$ cat config.mk
export PLATFORM = sky130hd
export DESIGN_NAME = alu_issue_ctrl_flat
export DESIGN_NICKNAME = d
export VERILOG_FILES = /design/src/rtl/alu_issue_ctrl_if.sv /design/src/rtl/alu_issue_ctrl.sv /design/src/flat_wrapper.sv
export SDC_FILE = /design/constraint.sdc
export NUM_CORES = 1
export LEC_CHECK = 0
export ABC_AREA = 1
export BUFFER_PORTS_ARGS = -buffer_cell sky130_fd_sc_hd__buf_2
export CAP_MARGIN = 20
export CORE_AREA = 4 4 125 127
export CTS_CLUSTER_DIAMETER = 150
export DETAILED_ROUTE_END_ITERATION = 7
export DIE_AREA = 0 0 129 131
export PLACE_DENSITY = 0.86
export RECOVER_POWER = 25
export SLEW_MARGIN = 0
export SYNTH_ARGS = -nofsm -noshare
export SYNTH_HDL_FRONTEND = slang
export SYNTH_SLANG_ARGS = --single-unit
$ cat constraint.sdc
create_clock -name clk -period 5 [get_ports clk]
set_input_delay 1 -clock clk [delete_from_list [all_inputs] [get_ports clk]]
set_output_delay 1 -clock clk [all_outputs]
set_load 0.05 [all_outputs]
$ cat src/rtl/alu_issue_ctrl_if.sv
// Request/response handshake bundle between an issuing agent and alu_issue_ctrl.
// The controller sits on the slave side; the issuing agent uses the master side.
interface alu_issue_ctrl_if;
    logic        req_valid;
    logic        req_ready;
    logic [3:0]  req_op;
    logic [31:0] req_src1;
    logic [31:0] req_src2;
    logic        rsp_valid;
    logic        rsp_ready;
    logic [31:0] rsp_result;
    logic [31:0] rsp_rem;
    logic        rsp_err;

    modport master (
        output req_valid, req_op, req_src1, req_src2, rsp_ready,
        input  req_ready, rsp_valid, rsp_result, rsp_rem, rsp_err
    );

    modport slave (
        input  req_valid, req_op, req_src1, req_src2, rsp_ready,
        output req_ready, rsp_valid, rsp_result, rsp_rem, rsp_err
    );
endinterface

$ cat src/rtl/alu_issue_ctrl.sv
// Single-issue sequencer for an external combinational ALU: latches one request,
// drives one-hot ALU control, waits out divider settling and holds the response.
module alu_issue_ctrl #(
    parameter int DIV_CYCLES = 4
) (
    input  logic               clk,
    input  logic               resetn,
    alu_issue_ctrl_if.slave    bus,
    output logic [14:0]        alu_control,
    output logic [31:0]        alu_src1,
    output logic [31:0]        alu_src2,
    input  logic [31:0]        alu_result,
    input  logic [31:0]        div_odd,
    output logic [15:0]        ops_done
);

    localparam logic [1:0] ST_IDLE = 2'd0;
    localparam logic [1:0] ST_EXEC = 2'd1;
    localparam logic [1:0] ST_WAIT = 2'd2;
    localparam logic [1:0] ST_RESP = 2'd3;

    localparam logic [3:0] OP_DIV   = 4'd3;
    localparam logic [3:0] OP_LAST  = 4'd13;
    // WAIT runs while the counter counts down to zero inclusive, hence the -1.
    localparam logic [3:0] DIV_LOAD = (DIV_CYCLES > 0) ? 4'(DIV_CYCLES - 1) : 4'd0;

    logic [1:0]  state_reg, state_next;
    logic [3:0]  op_reg;
    logic [31:0] src1_reg, src2_reg;
    logic [3:0]  cnt_reg, cnt_next;
    logic [31:0] result_reg, result_next;
    logic [31:0] rem_reg, rem_next;
    logic        err_reg, err_next;
    logic [15:0] ops_reg;

    logic [14:0] ctrl_map;
    logic        op_legal;
    logic        op_is_div;
    logic        div_by_zero;
    logic        accept;
    logic        handshake;

    // Bit 14 has no opcode; opcodes 14/15 match no decoder line and map to zero.
    for (genvar gi = 0; gi < 14; gi++) begin : g_dec
        assign ctrl_map[gi] = (op_reg == 4'(gi));
    end
    assign ctrl_map[14] = 1'b0;

    assign op_legal    = (op_reg <= OP_LAST);
    assign op_is_div   = (op_reg == OP_DIV);
    assign div_by_zero = (src2_reg == 32'd0);

    assign accept    = (state_reg == ST_IDLE) && bus.req_valid;
    assign handshake = (state_reg == ST_RESP) && bus.rsp_ready;

    always_comb begin
        state_next  = state_reg;
        cnt_next    = cnt_reg;
        result_next = result_reg;
        rem_next    = rem_reg;
        err_next    = err_reg;
        case (state_reg)
            ST_IDLE: begin
                if (bus.req_valid) begin
                    state_next = ST_EXEC;
                end
            end
            ST_EXEC: begin
                if (!op_legal) begin
                    result_next = 32'd0;
                    rem_next    = 32'd0;
                    err_next    = 1'b1;
                    state_next  = ST_RESP;
                end else if (op_is_div && div_by_zero) begin
                    result_next = 32'hFFFF_FFFF;
                    rem_next    = src1_reg;
                    err_next    = 1'b1;
                    state_next  = ST_RESP;
                end else if (op_is_div && (DIV_CYCLES != 0)) begin
                    cnt_next   = DIV_LOAD;
                    state_next = ST_WAIT;
                end else if (op_is_div) begin
                    result_next = alu_result;
                    rem_next    = div_odd;
                    err_next    = 1'b0;
                    state_next  = ST_RESP;
                end else begin
                    result_next = alu_result;
                    rem_next    = 32'd0;
                    err_next    = 1'b0;
                    state_next  = ST_RESP;
                end
            end
            ST_WAIT: begin
                if (cnt_reg == 4'd0) begin
                    result_next = alu_result;
                    rem_next    = div_odd;
                    err_next    = 1'b0;
                    state_next  = ST_RESP;
                end else begin
                    cnt_next = cnt_reg - 4'd1;
                end
            end
            ST_RESP: begin
                if (bus.rsp_ready) begin
                    state_next = ST_IDLE;
                end
            end
            default: state_next = ST_IDLE;
        endcase
    end

    always_ff @(posedge clk or negedge resetn) begin
        if (!resetn) begin
            state_reg  <= ST_IDLE;
            op_reg     <= 4'd0;
            src1_reg   <= 32'd0;
            src2_reg   <= 32'd0;
            cnt_reg    <= 4'd0;
            result_reg <= 32'd0;
            rem_reg    <= 32'd0;
            err_reg    <= 1'b0;
            ops_reg    <= 16'd0;
        end else begin
            state_reg  <= state_next;
            cnt_reg    <= cnt_next;
            result_reg <= result_next;
            rem_reg    <= rem_next;
            err_reg    <= err_next;
            // Operands only move on accept so the ALU inputs stay put until then.
            if (accept) begin
                op_reg   <= bus.req_op;
                src1_reg <= bus.req_src1;
                src2_reg <= bus.req_src2;
            end
            if (handshake) begin
                ops_reg <= ops_reg + 16'd1;
            end
        end
    end

    assign alu_control = ((state_reg == ST_EXEC) || (state_reg == ST_WAIT)) ? ctrl_map : 15'd0;
    assign alu_src1    = src1_reg;
    assign alu_src2    = src2_reg;
    assign ops_done    = ops_reg;

    assign bus.req_ready  = (state_reg == ST_IDLE);
    assign bus.rsp_valid  = (state_reg == ST_RESP);
    assign bus.rsp_result = result_reg;
    assign bus.rsp_rem    = rem_reg;
    assign bus.rsp_err    = err_reg;

endmodule

$ cat src/flat_wrapper.sv
// flat-port wrapper written by rule: the top's interface ports become plain ports
module alu_issue_ctrl_flat 
#(
    parameter int DIV_CYCLES = 4
)
  (clk, resetn, alu_control, alu_src1, alu_src2, alu_result, div_odd, ops_done, bus_req_valid, bus_req_op, bus_req_src1, bus_req_src2, bus_rsp_ready, bus_req_ready, bus_rsp_valid, bus_rsp_result, bus_rsp_rem, bus_rsp_err);
  alu_issue_ctrl_if bus_i ();
  input  logic clk;
  input  logic resetn;
  output logic [14:0] alu_control;
  output logic [31:0] alu_src1;
  output logic [31:0] alu_src2;
  input  logic [31:0] alu_result;
  input  logic [31:0] div_odd;
  output logic [15:0] ops_done;
  input wire logic [$bits(bus_i.req_valid)-1:0] bus_req_valid;
  input wire logic [$bits(bus_i.req_op)-1:0] bus_req_op;
  input wire logic [$bits(bus_i.req_src1)-1:0] bus_req_src1;
  input wire logic [$bits(bus_i.req_src2)-1:0] bus_req_src2;
  input wire logic [$bits(bus_i.rsp_ready)-1:0] bus_rsp_ready;
  output wire logic [$bits(bus_i.req_ready)-1:0] bus_req_ready;
  output wire logic [$bits(bus_i.rsp_valid)-1:0] bus_rsp_valid;
  output wire logic [$bits(bus_i.rsp_result)-1:0] bus_rsp_result;
  output wire logic [$bits(bus_i.rsp_rem)-1:0] bus_rsp_rem;
  output wire logic [$bits(bus_i.rsp_err)-1:0] bus_rsp_err;
  assign bus_i.req_valid = bus_req_valid;
  assign bus_i.req_op = bus_req_op;
  assign bus_i.req_src1 = bus_req_src1;
  assign bus_i.req_src2 = bus_req_src2;
  assign bus_i.rsp_ready = bus_rsp_ready;
  assign bus_req_ready = bus_i.req_ready;
  assign bus_rsp_valid = bus_i.rsp_valid;
  assign bus_rsp_result = bus_i.rsp_result;
  assign bus_rsp_rem = bus_i.rsp_rem;
  assign bus_rsp_err = bus_i.rsp_err;
  alu_issue_ctrl #(.DIV_CYCLES(DIV_CYCLES)) u_core (.clk(clk), .resetn(resetn), .bus(bus_i), .alu_control(alu_control), .alu_src1(alu_src1), .alu_src2(alu_src2), .alu_result(alu_result), .div_odd(div_odd), .ops_done(ops_done));
endmodule
# After elaboration in Yosys (flattened, before gate mapping)
# Cells that the tools add are included.
[word_totals] register_bits=155 in_bits=136 output_inout_bits=162 wordCells=76
[classes] n_addsub=2 eq_ne=24 magnitude_cmp=1 muxes=28 n_reduce_logical=12
[ops] op="2-to-1 mux 32 bit" n=8
[ops] op="case mux 32 bit (2 select lines)" n=2
[ops] op="logical NOT 32 bit" n=1
[ops] op="equality test 4 bit (second input constant)" n=6
[ops] op="adder 16 x 1 -> 16 bit (second input constant)" n=1
[ops] op="equality test 4 x 3 -> 1 bit (second input constant)" n=4
[ops] op="2-to-1 mux 4 bit" n=4
[ops] op="2-to-1 mux 14 bit" n=1
[ops] op="2-to-1 mux 2 bit" n=5
[ops] op="equality test 4 x 2 -> 1 bit (second input constant)" n=2
[ops] op="logical NOT 4 bit" n=2
[ops] op="!= test 2 bit (second input constant)" n=4
[ops] op="case mux 2 bit (4 select lines)" n=1
[ops] op="case mux 4 bit (2 select lines)" n=1
[ops] op="!= test 2 x 1 -> 1 bit (second input constant)" n=3
[ops] op="AND reduction 3 bit" n=2
[ops] op="2-to-1 mux 1 bit" n=5
[ops] op="AND reduction 5 bit" n=1
[ops] op="equality test 2 bit (second input constant)" n=2
[ops] op="equality test 4 x 1 -> 1 bit (second input constant)" n=1
[ops] op="<= comparator 4 bit (second input constant)" n=1
[ops] op="!= test 4 bit (second input constant)" n=1
[ops] op="subtractor 4 x 1 -> 4 bit (second input constant)" n=1
[ops] op="logical AND 1 bit" n=3
[ops] op="other kinds (5)" n=5

# Longest topological paths before layout
[depth] depth_word=5 depth_mapped=12 mapped_depth_nobuf=11

# Worst setup path before layout
# Ideal clock, no wire load.
[synth_path] path_kind="register to output" start="register u_core.state_reg[0]" end="output alu_control[12]" path_buffers=0 required_time_ns=4.000 arrival_ns=1.971 path_stages_with_launch=5 setup_slack_ns=2.029 path_cell_list="dfrtp_1 > inv_1 > ha_1 > inv_1 > nor3_1"
[synth_between] elab_chain_len=3 word_cells_on_any_way=4
[synth_rtl] item="from (decl)" line_no="alu_issue_ctrl.sv:27" text="logic [1:0] state_reg, state_next;"
[synth_rtl] item="from (signal assigned)" line_no="alu_issue_ctrl.sv:125" text="state_reg <= state_next;"
[synth_rtl] item="equality test 2 x 1 -> 1 bit / equality test 2 bit (equally long branches)" line_no="alu_issue_ctrl.sv:142" text="assign alu_control = ((state_reg == ST_EXEC) || (state_reg == ST_WAIT)) ? ctrl_map : 15'd0;"
[synth_rtl] item="logical OR 1 bit *" line_no="alu_issue_ctrl.sv:142"
[synth_rtl] item="2-to-1 mux 14 bit *" line_no="alu_issue_ctrl.sv:142"
[synth_rtl] item="to (decl)" line_no="flat_wrapper.sv:10" text="output logic [14:0] alu_control;"
# Every way passes the cells marked *; elsewhere a longest branch is shown, timed or not.

# Final worst setup path
[layout_path] start="register u_core.state_reg[1]" end="output alu_control[13]"
# Same word-level chain as after synthesis.

==> out/metrics.cfg <==
[status]
status=finished with violations
violations=capacitance limit, slew limit

[yosys]
synth_ff_type=dfrtp_1
synth_top_area_share=0.512
synth_cells=902
synth_area_um2=7570
synth_largest_area_cell=dfrtp_1
synth-edff-count=0
synthArstFlopShare=1.00
synth_warnings=0
synth_cell_types=30
synthTopCellsByCount=nand2_1 (351), dfrtp_1 (155), inv_1 (80)
ys_ff_latch=155
synth-seq-area-share=0.512
synth_fp_nets=1045
yosysMostFrequentCell=nand2_1
syn_area_per_cell_um2=8.40
synthTopCellsByArea=dfrtp_1 (51%), nand2_1 (17%), mux2_2 (6.2%), inv_1 (4.0%), nor2_1 (3.4%)

[floorplanning]
ioPinCount=298
core_area_um2=14400
die_h_um=131
row_count=44
dieArea_um2=16900
start_util=0.525
die_w_um=129

[worst_setup_path]
startpoint_type=flop
crit_fanout=5
setup.worst_path.class=flop to primary output
worstPathArrival_ns=2.07
end_kind=primary output
critPathRequiredTime_ns=4.00

[worst_hold_path]
hold_path_class=flop to flop

[clock_network]
post_cts_buffers=0
clk_latency_ns=0.42
cts_tree=built
cts.reportedPaths.clkPinSlew_ns=0.06
cts_resized=0
htree_levels=4
postCtsHoldBufs=0
cts_inserted_buffers=17
clockBufferDepth=2
cts_root_buffer=clkbuf_16
cts.sinks=155

[timing]
setup_viol=0
fmax_ghz=0.326
rsz0062_at_grt=false
period_minus_slack_ns=3.07
slew_viol_final=95
tightest_slew_ns=2.32
hold_viol_final=0
relSlewSlack=-0.544
period_share=0.613
setup-tns-final_ns=0
finClkSkew_ns=0.00613

[placed_design]
dp.cells=1342
place_congestion=0.890
postPlaceCellArea_um2=9080
port_buffers=296
hpwl_um=16000

[flow_run]
maxCapViolations=1

[drt]
avgRoutedWirePerCell_um=15.8
drt_first_pass_iters=6
ant_nets=0
detail_route.vias_per_cell=5.07
vias=6967
drt-total-wl_um=21700
dr.first_iter.drc_count=405
drc_errors=0

[cells_and_area]
final_nets=1321
design_area_um2=9670
n_fill_cell=1183
area_growth_syn_to_layout_pct=27.7
layout-drive-gt1-share=0.327
final_cells=1375
diodes=0

[global_routing]
track_usage=0.252
grt_max_degree=95
antenna_found_initial=0
grt_overflow=0
grt_pass1_vias=6733
grt_pass1_wl_um=33200

[power]
power_density_nw_per_um2=829
power_mw=8.02
peakVddDrop_mv=0.515
leakage_nw=5.66

[worst max-delay path: stages (launching register included)]
cell and delay (ns):
dfrtp_1 0.40, inv_1 0.10, ha_1 0.37, inv_1 0.13
nor3_1 0.32, buf_2 0.33
[final timing paths]
kind,start,to,slack [ns],cells past startpoint
max,u_core.state_reg[1]$_DFFE_PN0P_,alu_control[13],1.93,5
min,u_core.bus.rsp_rem[28]$_DFFE_PN0P_,u_core.bus.rsp_rem[28]$_DFFE_PN0P_,0.48,2
max reg2reg,u_core.op_reg[3]$_DFFE_PN0P_,u_core.bus.rsp_result[11]$_DFFE_PN0P_,2.26,8
min reg2reg,u_core.bus.rsp_rem[28]$_DFFE_PN0P_,u_core.bus.rsp_rem[28]$_DFFE_PN0P_,0.48,2
max in group asynchronous,resetn,u_core.alu_src2[18]$_DFFE_PN0P_,2.25,2
min in group asynchronous,resetn,u_core.bus.rsp_result[29]$_DFFE_PN0P_,1.27,1
[area by class of cell]
class                      instances  area [um2]  share of cell area
clock buffer                      22         464              0.0480
clock inverter                    10         116              0.0120
inverter                          82         308              0.0318
multi-input combinational        619        3120               0.323
sequential                       155        3880               0.401
tap                              184         230              0.0238
timing repair buffer             303        1550               0.161
[logic make-up (layout without fill, tap and decap cells)]
| group | after synthesis | after routing | share of synthesized area |
|---|---|---|---|
| AO/OA/AOI/OAI | 32 | 32 | 0.0218 |
| XOR/XNOR | 16 | 16 | 0.0185 |
| adder cells (fa/ha/maj) | 7 | 7 | 0.0116 |
| buffers and inverters | 128 | 417 | 0.0755 |
| flip-flops | 155 | 155 | 0.512 |
| multiplexers | 42 | 42 | 0.0624 |
| other | 1 | 1 | 0.000495 |
| AND/OR/NAND/NOR | 521 | 521 | 0.298 |
[metrics by stage]
step                worst slack, ns  hold slack (ns)   util
floorplan                      2.03            0.464      -
global placement               2.42            0.459  0.630
detailed placement             2.29            0.460  0.630
CTS                            1.88            0.477  0.670
global route                   1.82            0.503  0.671
finish                         1.93            0.475  0.671
[report_power, final]
| group | internal [mW] | switching [mW] |
|---|---|---|
| registers | 1.82 | 0.400 |
| logic | 1.12 | 3.42 |
| clock network | 0.761 | 0.505 |
[cells in the final DEF, fill, tap and decap left out, types with 2 or more instances in the layout]
| master | count |
|---|---|
| dfrtp_1 | 155 |
| xnor2_1 | 7 |
| inv_1 | 80 |
| nor3_1 | 4 |
| clkbuf_8 | 2 |
| nor2_2 | 4 |
| nand3_2 | 3 |
| nand3b_1 | 33 |
| buf_2 | 295 |
| nor2_1 | 69 |
| ha_1 | 7 |
| bufinv_16 | 2 |
| nand4_1 | 35 |
| mux2_2 | 42 |
| buf_4 | 6 |
| a21oi_1 | 26 |
| clkinvlp_4 | 5 |
| inv_2 | 2 |
| o21ai_0 | 4 |
| clkbuf_1 | 3 |
| nand2_1 | 351 |
| clkinv_2 | 2 |
| clkbuf_16 | 17 |
| nand2_2 | 2 |
| xor2_1 | 9 |
| nand3_1 | 16 |
| nand2_4 | 2 |
[routing by layer]
metal,up-vias,wire (um),global-route usage
met4,0,395,0.0846
met1,3240,8770,0.317
met2,324,10500,0.418
li1,3371,-,-
met3,32,2050,0.0768
met5,-,0,0
Power figures use the tool's default switching activity.
